<file path="config.mk">
export PLATFORM = sky130hd
export DESIGN_NAME = bit_vector_fifo_flat
export DESIGN_NICKNAME = d
export VERILOG_FILES = /design/src/rtl/bit_vector_fifo_pkg.sv /design/src/rtl/bit_vector_fifo_if.sv /design/src/rtl/bit_vector_fifo_deser.sv /design/src/rtl/bit_vector_fifo.sv /design/src/flat_wrapper.sv
export SDC_FILE = /design/constraint.sdc
export NUM_CORES = 1
export LEC_CHECK = 0
export CAP_MARGIN = 25
export CORE_MARGIN = 3
export CORE_UTILIZATION = 49
export DETAILED_ROUTE_END_ITERATION = 12
export DONT_BUFFER_PORTS = 1
export PLACE_DENSITY = 0.66
export REMOVE_ABC_BUFFERS = 1
export SLEW_MARGIN = 20
export SYNTH_ARGS = -nofsm -noshare
export SYNTH_HDL_FRONTEND = slang
export SYNTH_SLANG_ARGS = --single-unit
export TNS_END_PERCENT = 100
</file>
<file path="constraint.sdc">
create_clock -name clk -period 2.9 [get_ports clk]
set_input_delay 0.29 -clock clk [delete_from_list [all_inputs] [get_ports clk]]
set_output_delay 0.29 -clock clk [all_outputs]
set_load 0.01 [all_outputs]
</file>
<file path="src/rtl/bit_vector_fifo_pkg.sv">
// Shared helpers for the bit-serial to vector FIFO.
package bit_vector_fifo_pkg;

  // Pointer/counter width for n entries; never narrower than one bit.
  function automatic int unsigned ptr_w(input int unsigned n);
    return (n < 2) ? 1 : $clog2(n);
  endfunction

endpackage

</file>
<file path="src/rtl/bit_vector_fifo_if.sv">
// Producer/consumer bus of the bit-serial to vector FIFO.
interface bit_vector_fifo_if
  import bit_vector_fifo_pkg::*;
#(
  parameter int VEC_W = 8,
  parameter int DEPTH = 8
);
  localparam int LW = ptr_w(DEPTH) + 1;

  logic             bit_in;
  logic             bit_valid;
  logic             bit_ready;
  logic             flush;
  logic             req;
  logic [VEC_W-1:0] vector;
  logic             valid;
  logic             full;
  logic             empty;
  logic [LW-1:0]    level;
  logic             overflow;

  modport master (
    output bit_in, bit_valid, flush, req,
    input  bit_ready, vector, valid, full, empty, level, overflow
  );

  modport slave (
    input  bit_in, bit_valid, flush, req,
    output bit_ready, vector, valid, full, empty, level, overflow
  );
endinterface

</file>
<file path="src/rtl/bit_vector_fifo_deser.sv">
// Bit deserializer: shift register plus fill counter. Exposes the assembled
// value including the bit accepted this cycle, and the same value zero-aligned
// for committing a partial vector.
module bit_deserializer
  import bit_vector_fifo_pkg::*;
#(
  parameter int VEC_W     = 8,
  parameter bit MSB_FIRST = 1'b1,
  localparam int CW       = ptr_w(VEC_W)
)(
  input  logic             clk,
  input  logic             rst_n,
  input  logic             bit_in,
  input  logic             accept,
  input  logic             commit_partial,
  output logic [VEC_W-1:0] shreg,
  output logic [CW-1:0]    fill,
  output logic             done,
  output logic [VEC_W-1:0] flush_vec
);
  typedef logic [VEC_W-1:0] vec_t;
  localparam int NW = CW + 1;

  vec_t          shreg_q, shreg_d, shifted;
  logic [CW-1:0] fill_q, fill_d;
  logic [NW-1:0] cnt, shamt;

  // Shift-in, live value, alignment of a partial vector and next state.
  always_comb begin
    shifted   = MSB_FIRST ? {shreg_q[VEC_W-2:0], bit_in} : {bit_in, shreg_q[VEC_W-1:1]};
    shreg     = accept ? shifted : shreg_q;
    cnt       = {1'b0, fill_q} + NW'(accept);
    // Padding with zeros equals shifting the missing bits in as zeros.
    shamt     = NW'(VEC_W) - cnt;
    flush_vec = MSB_FIRST ? (shreg << shamt) : (shreg >> shamt);
    done      = accept && (fill_q == CW'(VEC_W - 1));
    fill_d    = fill_q;
    shreg_d   = shreg_q;
    if (done || commit_partial) begin
      fill_d  = '0;
      shreg_d = '0;
    end else if (accept) begin
      fill_d  = fill_q + CW'(1);
      shreg_d = shifted;
    end
  end

  // Assembly state; reset discards any partial vector.
  always_ff @(posedge clk or negedge rst_n) begin
    if (!rst_n) begin
      shreg_q <= '0;
      fill_q  <= '0;
    end else begin
      shreg_q <= shreg_d;
      fill_q  <= fill_d;
    end
  end

  assign fill = fill_q;
endmodule

</file>
<file path="src/rtl/bit_vector_fifo.sv">
// Bit-serial to vector FIFO: deserializer feeding a DEPTH-entry ring buffer
// with registered single-cycle read, flush of partial vectors and a sticky
// overflow flag.
module bit_vector_fifo
  import bit_vector_fifo_pkg::*;
#(
  parameter int VEC_W     = 8,
  parameter int DEPTH     = 8,
  parameter bit MSB_FIRST = 1'b1
)(
  input  logic               clk,
  input  logic               rst_n,
  bit_vector_fifo_if.slave   bus
);
  typedef logic [VEC_W-1:0] vec_t;
  localparam int PW = ptr_w(DEPTH);
  localparam int LW = PW + 1;
  localparam int CW = ptr_w(VEC_W);

  logic [PW-1:0]             prod_q, prod_d, cons_q, cons_d;
  logic [LW-1:0]             level_q, level_d;
  logic                      flush_pend_q, flush_pend_d;
  vec_t                      vector_q, vector_d;
  logic                      valid_q, valid_d;
  logic                      overflow_q, overflow_d;
  logic [DEPTH-1:0][VEC_W-1:0] mem_q, mem_d;

  logic          full, empty, bit_ready, accept, commit_fl, push, pop;
  vec_t          live_vec, flush_vec, push_vec;
  logic [CW-1:0] fill;
  logic          done;

  bit_deserializer #(
    .VEC_W     (VEC_W),
    .MSB_FIRST (MSB_FIRST)
  ) u_deser (
    .clk            (clk),
    .rst_n          (rst_n),
    .bit_in         (bus.bit_in),
    .accept         (accept),
    .commit_partial (commit_fl),
    .shreg          (live_vec),
    .fill           (fill),
    .done           (done),
    .flush_vec      (flush_vec)
  );

  // Status decodes from registered state; handshake and push/pop qualifiers.
  always_comb begin
    full      = (level_q == LW'(DEPTH));
    empty     = (level_q == '0);
    // Only the bit that would complete a vector is refused while full.
    bit_ready = !(full && (fill == CW'(VEC_W - 1)));
    accept    = bus.bit_valid && bit_ready;
    commit_fl = flush_pend_q && (fill != '0) && !full;
    push      = done || commit_fl;
    push_vec  = commit_fl ? flush_vec : live_vec;
    pop       = bus.req && !empty;
  end

  // Next state for pointers, level, flush request, read port and overflow.
  always_comb begin
    prod_d       = push ? prod_q + PW'(1) : prod_q;
    cons_d       = pop  ? cons_q + PW'(1) : cons_q;
    level_d      = level_q + LW'(push) - LW'(pop);
    // A pending flush with nothing assembled simply lapses.
    flush_pend_d = bus.flush || (flush_pend_q && !((fill == '0) || commit_fl));
    vector_d     = pop ? mem_q[cons_q] : '0;
    valid_d      = pop;
    overflow_d   = overflow_q || (bus.bit_valid && !bit_ready);
  end

  // Ring buffer write port.
  always_comb begin
    mem_d = mem_q;
    if (push) mem_d[prod_q] = push_vec;
  end

  // Control state with async reset.
  always_ff @(posedge clk or negedge rst_n) begin
    if (!rst_n) begin
      prod_q       <= '0;
      cons_q       <= '0;
      level_q      <= '0;
      flush_pend_q <= 1'b0;
      vector_q     <= '0;
      valid_q      <= 1'b0;
      overflow_q   <= 1'b0;
    end else begin
      prod_q       <= prod_d;
      cons_q       <= cons_d;
      level_q      <= level_d;
      flush_pend_q <= flush_pend_d;
      vector_q     <= vector_d;
      valid_q      <= valid_d;
      overflow_q   <= overflow_d;
    end
  end

  // Buffer storage carries no reset; contents are qualified by level.
  always_ff @(posedge clk) begin
    mem_q <= mem_d;
  end

  assign bus.bit_ready = bit_ready;
  assign bus.vector    = vector_q;
  assign bus.valid     = valid_q;
  assign bus.full      = full;
  assign bus.empty     = empty;
  assign bus.level     = level_q;
  assign bus.overflow  = overflow_q;
endmodule
</file>
<file path="src/flat_wrapper.sv">
// flat-port wrapper written by rule: the top's interface ports become plain ports
module bit_vector_fifo_flat import bit_vector_fifo_pkg::*;
#(
  parameter int VEC_W     = 8,
  parameter int DEPTH     = 8,
  parameter bit MSB_FIRST = 1'b1
)
  (clk, rst_n, bus_bit_in, bus_bit_valid, bus_flush, bus_req, bus_bit_ready, bus_vector, bus_valid, bus_full, bus_empty, bus_level, bus_overflow);
  bit_vector_fifo_if #(.VEC_W(VEC_W), .DEPTH(DEPTH)) bus_i ();
  input  logic clk;
  input  logic rst_n;
  input wire logic [$bits(bus_i.bit_in)-1:0] bus_bit_in;
  input wire logic [$bits(bus_i.bit_valid)-1:0] bus_bit_valid;
  input wire logic [$bits(bus_i.flush)-1:0] bus_flush;
  input wire logic [$bits(bus_i.req)-1:0] bus_req;
  output wire logic [$bits(bus_i.bit_ready)-1:0] bus_bit_ready;
  output wire logic [$bits(bus_i.vector)-1:0] bus_vector;
  output wire logic [$bits(bus_i.valid)-1:0] bus_valid;
  output wire logic [$bits(bus_i.full)-1:0] bus_full;
  output wire logic [$bits(bus_i.empty)-1:0] bus_empty;
  output wire logic [$bits(bus_i.level)-1:0] bus_level;
  output wire logic [$bits(bus_i.overflow)-1:0] bus_overflow;
  assign bus_i.bit_in = bus_bit_in;
  assign bus_i.bit_valid = bus_bit_valid;
  assign bus_i.flush = bus_flush;
  assign bus_i.req = bus_req;
  assign bus_bit_ready = bus_i.bit_ready;
  assign bus_vector = bus_i.vector;
  assign bus_valid = bus_i.valid;
  assign bus_full = bus_i.full;
  assign bus_empty = bus_i.empty;
  assign bus_level = bus_i.level;
  assign bus_overflow = bus_i.overflow;
  bit_vector_fifo #(.VEC_W(VEC_W), .DEPTH(DEPTH), .MSB_FIRST(MSB_FIRST)) u_core (.clk(clk), .rst_n(rst_n), .bus(bus_i));
endmodule
</file>
## After elaboration in Yosys (flattened, before gate mapping)

Cells that the tools add are included.
W data, S select, Z words.

- Register bits after elaboration: 96
- Input port bits: 6
- Word-level logic and storage cells: 62

- Add/sub/neg operators: 7
- Magnitude comparators: 3
- Equal/unequal tests: 2
- Shift-type cells: 1
- Muxes and demuxes: 11
- Reduce and logical (&&, ||, !) cells: 21

Operator list:

| operator | count |
|---|---|
| $bwmux W64 | 1 |
| $mux W8 | 6 |
| $bmux W8 S3 | 1 |
| $demux W8 S3 | 1 |
| $add A3 B1 Y3 const B | 3 |
| $logic_and A1 B1 Y1 | 9 |
| $lt A3 B4 Y1 const B | 2 |
| $shl A8 B4 Y8 | 1 |
| $mux W3 | 2 |
| $add A3 B1 Y4 | 1 |
| $add A4 B1 Y4 | 1 |
| $eq A4 B4 Y1 const B | 1 |
| $logic_not A1 Y1 | 4 |
| $logic_not A4 Y1 | 1 |
| $logic_or A1 B1 Y1 | 4 |
| $sub A4 B1 Y4 | 1 |
| $sub A4 B4 Y4 const A | 1 |
| $eq A3 B3 Y1 const B | 1 |
| $ge A3 B1 Y1 const B | 1 |
| $logic_not A3 Y1 | 1 |
| $reduce_bool A3 Y1 | 1 |
| $reduce_bool A2 Y1 | 1 |

## Logic depth before layout (Yosys ltp)

- Depth in word-level cells: 9
- Mapped depth: 14

## Hierarchy

Synthesis repeated with hierarchy kept, for this count alone.

- Cell total of the unflattened synthesis: 305
- Area, all modules: 4436.8 sq um

By module, submodules not included:

| module | times used | cells an instance | area each (sq um) | sequential area each (sq um) |
|---|---|---|---|---|
| bit_vector_fifo | 1 | 215 | 3557.2 | 2447.3 |
| bit_deserializer | 1 | 90 | 879.6 | 275.3 |

## Least setup slack after synthesis

OpenSTA, ideal clock, no wires.

- Path kind: register -> register
- Start: register u_core.u_deser.fill_q[1], in the netlist u_core.u_deser.fill[1]
- End: register u_core.mem_q[15] (netlist name), data pin
- Library setup time: 0.291 ns
- Arrival: 2.786 ns
- Required time: 2.609 ns
- Slack: -0.177 ns
- Cell stages (with the launch flop): 14
- Path buffers: 1
- Path through: dfrtp_1 -> ha_1 -> ha_1 -> nand4bb_4 -> and2_1 -> buf_6 -> inv_4 -> ha_1 -> xor2_1 -> mux2i_1 -> mux2i_1 -> mux2i_1 -> nor2_1 -> or3_1

- Longest elaborated chain between the ends: 9

Ends and longest elaborated chain:

| what | RTL line | source |
|---|---|---|
| start: declaration | bit_vector_fifo_deser.sv:25 | `logic [CW-1:0] fill_q, fill_d;` |
| start signal: assignment | bit_vector_fifo_deser.sv:55 | `fill_q <= fill_d;` |
| $eq A3 B3 Y1 * | bit_vector_fifo.sv:53 | `bit_ready = !(full && (fill == CW'(VEC_W - 1)));` |
| $logic_and A1 B1 Y1 * | bit_vector_fifo.sv:53 |  |
| $logic_not A1 Y1 * | bit_vector_fifo.sv:53 |  |
| via bus_bit_ready | flat_wrapper.sv:16 | `output wire logic [$bits(bus_i.bit_ready)-1:0] bus_bit_ready;` |
| $logic_and A1 B1 Y1 * | bit_vector_fifo.sv:54 | `accept = bus.bit_valid && bit_ready;` |
| $add A3 B1 Y4 | bit_vector_fifo_deser.sv:32 | `cnt = {1'b0, fill_q} + NW'(accept);` |
| $sub A4 B4 Y4 | bit_vector_fifo_deser.sv:34 | `shamt = NW'(VEC_W) - cnt;` |
| $shl A8 B4 Y8 | bit_vector_fifo_deser.sv:35 | `flush_vec = MSB_FIRST ? (shreg << shamt) : (shreg >> shamt);` |
| $mux W8 * | bit_vector_fifo.sv:57 | `push_vec = commit_fl ? flush_vec : live_vec;` |
| via u_core.push_vec[7] | bit_vector_fifo.sv:29 | `vec_t live_vec, flush_vec, push_vec;` |
| $bwmux W64 * | bit_vector_fifo.sv:76 | `if (push) mem_d[prod_q] = push_vec;` |
| end signal: assignment | bit_vector_fifo.sv:102 | `mem_q <= mem_d;` |
| end: declaration | bit_vector_fifo.sv:26 | `logic [DEPTH-1:0][VEC_W-1:0] mem_q, mem_d;` |

Mark *: on every way through the listed nets, which the timed path passes. The rest lies on a longest branch.
A chain may end at the register's enable or synchronous reset.

## Worst setup path in the final report

- Start: register u_core.u_deser.fill_q[1], in the netlist u_core.u_deser.fill[1]
- End: register u_core.mem_q[63] (netlist name), data pin

- Longest elaborated chain between the ends: 9

Ends and longest elaborated chain:

| what | RTL line |
|---|---|
| $eq A3 B3 Y1 | bit_vector_fifo.sv:53 |
| $logic_and A1 B1 Y1 | bit_vector_fifo.sv:53 |
| $logic_not A1 Y1 | bit_vector_fifo.sv:53 |
| $logic_and A1 B1 Y1 | bit_vector_fifo.sv:54 |
| $add A3 B1 Y4 | bit_vector_fifo_deser.sv:32 |
| $sub A4 B4 Y4 | bit_vector_fifo_deser.sv:34 |
| $shl A8 B4 Y8 | bit_vector_fifo_deser.sv:35 |
| $mux W8 * | bit_vector_fifo.sv:57 |
| via u_core.push_vec[7] | bit_vector_fifo.sv:29 |
| $bwmux W64 * | bit_vector_fifo.sv:76 |

Marks and branches as above.

==> reports/results.tsv <==
stage	metric	value	unit
logic_synthesis	synth-seq-cells	96	
flow_run	cap_violations	0	
floorplan	die_area	9970	um^2
placement	dp.cells	416	
floorplan	die_w	99.9	um
floorplan	io_pins	23	
logic_synthesis	yosys.area_share.adder	4.52	%
logic_synthesis	ys_warn_count	0	
sta	clock-skew-final	0.0129	ns
floorplan	die_height	99.9	um
worst_setup_path	slowest_stage	or3_4	
power_and_ir_drop	peakVddDrop	0.429	mV
min_path	hold-path-endpoint	u_core.flush_pend_q	
power_and_ir_drop	cellPowerDensity	976	nW/um^2
outcome	outcome	finished clean	
layout	antenna_cells	0	
placement	gp_congestion	0.837	
routing	drc	0	
worst_setup_path	cp-start-kind	flip-flop	
worst_setup_path	crit_chain	ha_2 -> ha_4 -> nand4bb_4 -> and2_4 -> inv_4 -> ha_4 -> xor2_1 -> buf_4 -> mux2i_2 -> mux2i_1 -> mux2i_1 -> nor2_1 -> or3_4	
routing	vias_per_cell	5.52	
sta	min_period	2.79	ns
cts	clock_sinks	96	
grt	overflow	0	
worst_setup_path	critPathKind	reg2reg	
logic_synthesis	synth_ff_type	edfxtp_1	
cts	h-tree-depth	3	
sta	slew_violations	0	
logic_synthesis	synthArstFlopShare	33.3	%
layout	final_layout_size_suffix_gt1_share	28.0	%
placement	hpwl	5.60	mm
worst_setup_path	path_buf_inv	2	
worst_setup_path	r2r_setup_slack	0.11	ns
cts	cts_max_path_buffers	2	
min_path	hold_path_class	in2reg	
layout	final_common_cell	edfxtp_1	
grt	grt_pass1_wl	13.1	mm
grt	grt_max_degree	33	
floorplan	coreArea	8380	um^2
min_path	hp-start	bus_flush	
worst_setup_path	crit_fanout	8	
worst_setup_path	slowest_delay	0.43	ns
sta	fmax	358	MHz
cts	clk_latency	0.36	ns
grt	grt.total_usage	17.6	%
logic_synthesis	synth_compound_area_share	4.55	%
cts	clkSlewWorstSetupHoldPaths	0.09	ns
cts	cts_tree	built	
layout	layout_common_cells	64 x edfxtp_1, 41 x buf_4, 32 x dfrtp_1, 23 x nor2_1, 22 x mux2i_1	
sta	slew_headroom	47.0	%
min_path	holdPathStages	1	
routing	drt_iter0_markers	127	
logic_synthesis	avgSynthCellArea	15.2	um^2
logic_synthesis	synthSimpleGateAreaFrac	7.65	%
logic_synthesis	ys_types	49	
worst_setup_path	endpoint_kind	flip-flop	
worst_setup_path	r2r-end	u_core.mem_q[63]	
logic_synthesis	synth.cell_area	4320	um^2
logic_synthesis	synth_mux_area_share	15.2	%
cts	root_buffer	clkbuf_8	
worst_setup_path	cp.required	3.00	ns
routing	first_pass_iters	4	
floorplan	row_count	33	
grt	grt_pass1_vias	2474	
routing	drt-total-wl	8.09	mm
sta	rsz0062_at_grt	true	
routing	routedWlPerCell	18.5	um
logic_synthesis	postSynthCellCount	285	
worst_setup_path	cp_data_arrival_time	2.89	ns
logic_synthesis	synth_xor_area_share	1.83	%
layout	area_growth	15.0	%
sta	period_share	96.2	%
sta	finalSetupTns	0	ns
routing	drtAntennaViolNets	0	
logic_synthesis	synth-edff-count	64	
sta	setup_viol	0	
sta	final-hold-violation-count	0	
cts	numCtsBuffers	9	
sta	tightest_slew	0.795	ns
logic_synthesis	yosysSeqAreaShare	63.1	%
worst_setup_path	r2r_start	u_core.u_deser.fill[1]	
sta	worst_slack	0.110	ns
worst_setup_path	cp.depth	13	
placement	pre_cts_ws	-0.0289	ns
placement	port_buffers	0	
layout	num-nets-final	348	
power_and_ir_drop	leakagePower	1.96	nW
layout	fin_cells	437	
worst_setup_path	reg2reg_depth	13	
grt	antenna_found_initial	0	
logic_synthesis	synth_top_family_by_area	multiplexers	
worst_setup_path	crit_family	simple AND/OR/NAND/NOR gates	
routing	num_vias	2413	
floorplan	initial_core_util	51.5	%
worst max-delay path by stage:
| stage | slack, ns | end | startpoint |
|---|---|---|---|
| after global placement | 0.03 | u_core.mem_q[7] | u_core.u_deser.fill[0] |
| final | 0.11 | u_core.mem_q[63] | u_core.u_deser.fill[1] |
| after CTS | 0.01 | u_core.mem_q[55] | u_core.u_deser.fill[0] |
| after global routing | -0.05 | u_core.mem_q[63] | u_core.u_deser.fill[1] |
| after floorplan | -0.98 | u_core.mem_q[15] | u_core.u_deser.fill[1] |
| after detailed placement | -0.03 | u_core.mem_q[39] | u_core.u_deser.fill[0] |
layout make-up:
class                      instances  area, um^2
fill                             651        3410
clock inverter                     6        45.0
timing repair buffer              43         338
inverter                          17        66.3
sequential                        96        2720
tap                              105         131
multi-input combinational        160        1540
clock buffer                      10         128
through the flow:
step	utilization, %	hold slack (ns)	area [um^2]	total power [mW]
after floorplan	-	-0.00559	4250	3.36
after global placement	55.9	-0.00439	4680	3.98
after detailed placement	55.9	-0.00446	4680	4.02
after CTS	58.4	0.000959	4890	4.83
after global routing	59.3	0.0186	4970	5.19
final	59.3	0.0187	4970	4.85
kinds of logic (layout without fill, tap and decap cells):
| logic type | after synthesis | count (layout) |
|---|---|---|
| xor gates and xnor gates | 9 | 9 |
| muxes | 43 | 43 |
| DFF | 96 | 96 |
| adders and majority gates | 15 | 15 |
| and+or+nand+nor | 65 | 65 |
| AOI/OAI and AO/OA | 28 | 28 |
| buffers and inverters | 29 | 76 |
synth_stat cells (2+ instances only):
master / n / area [um^2]
nor3_1: 4 / 20.0
nand3b_1: 4 / 30.0
nor4b_1: 2 / 17.5
nand2_1: 20 / 75.1
mux2i_1: 23 / 230
mux4_2: 16 / 360
o21ai_0: 2 / 10.0
xnor2_1: 7 / 61.3
a21o_1: 2 / 15.0
a31oi_1: 2 / 12.5
inv_1: 14 / 52.6
clkbuf_1: 4 / 15.0
buf_2: 5 / 25.0
a21oi_1: 6 / 30.0
and2_1: 2 / 12.5
edfxtp_1: 64 / 1920
ha_1: 14 / 175
xor2_1: 2 / 17.5
nor2_1: 23 / 86.3
dfrtp_1: 32 / 801
inv_2: 2 / 7.51
o32ai_1: 2 / 17.5
mux2i_4: 2 / 45.0
o22ai_1: 3 / 18.8
nor3b_1: 3 / 22.5
o21a_1: 2 / 15.0
report_power, final:
group          total [mW]  internal, mW  switching, mW
Clock               0.779         0.315          0.464
Combinational        1.89         0.936          0.954
Sequential           2.18          1.87          0.310
timing repair:
item | in CTS | in global routing
buffers inserted | 0 | 3
gates resized for setup | 1 | 11
pin swaps | 0 | 5
endpoints found under the hold margin | 32 | 0
setup endpoints to repair | 8 | 54
hold buffers | 2 | 0
registers in the layout, summed over array words and instances, names as in the netlist:
name,flops
u_core.u_deser.shreg_q,8
u_core.cons_q,3
u_core.bus.overflow,1
u_core.u_deser.fill,3
u_core.mem_q,64
u_core.bus.vector,8
u_core.prod_q,3
u_core.flush_pend_q,1
u_core.bus.level,4
u_core.bus.valid,1
metal layers:
metal / vias up / global-route usage [%] / share of wire [%]
met1: 1215 / 24.3 / 46
met5: - / 0 / 0
met3: 7 / 3.34 / 3.0
met4: 0 / 6.30 / 1.4
li1: 1145 / - / -
met2: 46 / 28.3 / 49
worst register-to-register path, cell delays in order (launching register included):
cell       delay, ns
dfrtp_1         0.39
ha_2            0.21
ha_4            0.17
nand4bb_4       0.09
and2_4          0.16
inv_4           0.04
ha_4            0.14
xor2_1          0.15
buf_4           0.16
mux2i_2         0.23
mux2i_1         0.10
mux2i_1         0.19
nor2_1          0.08
or3_4           0.43
No activity file was read; power rests on OpenSTA's default activity.
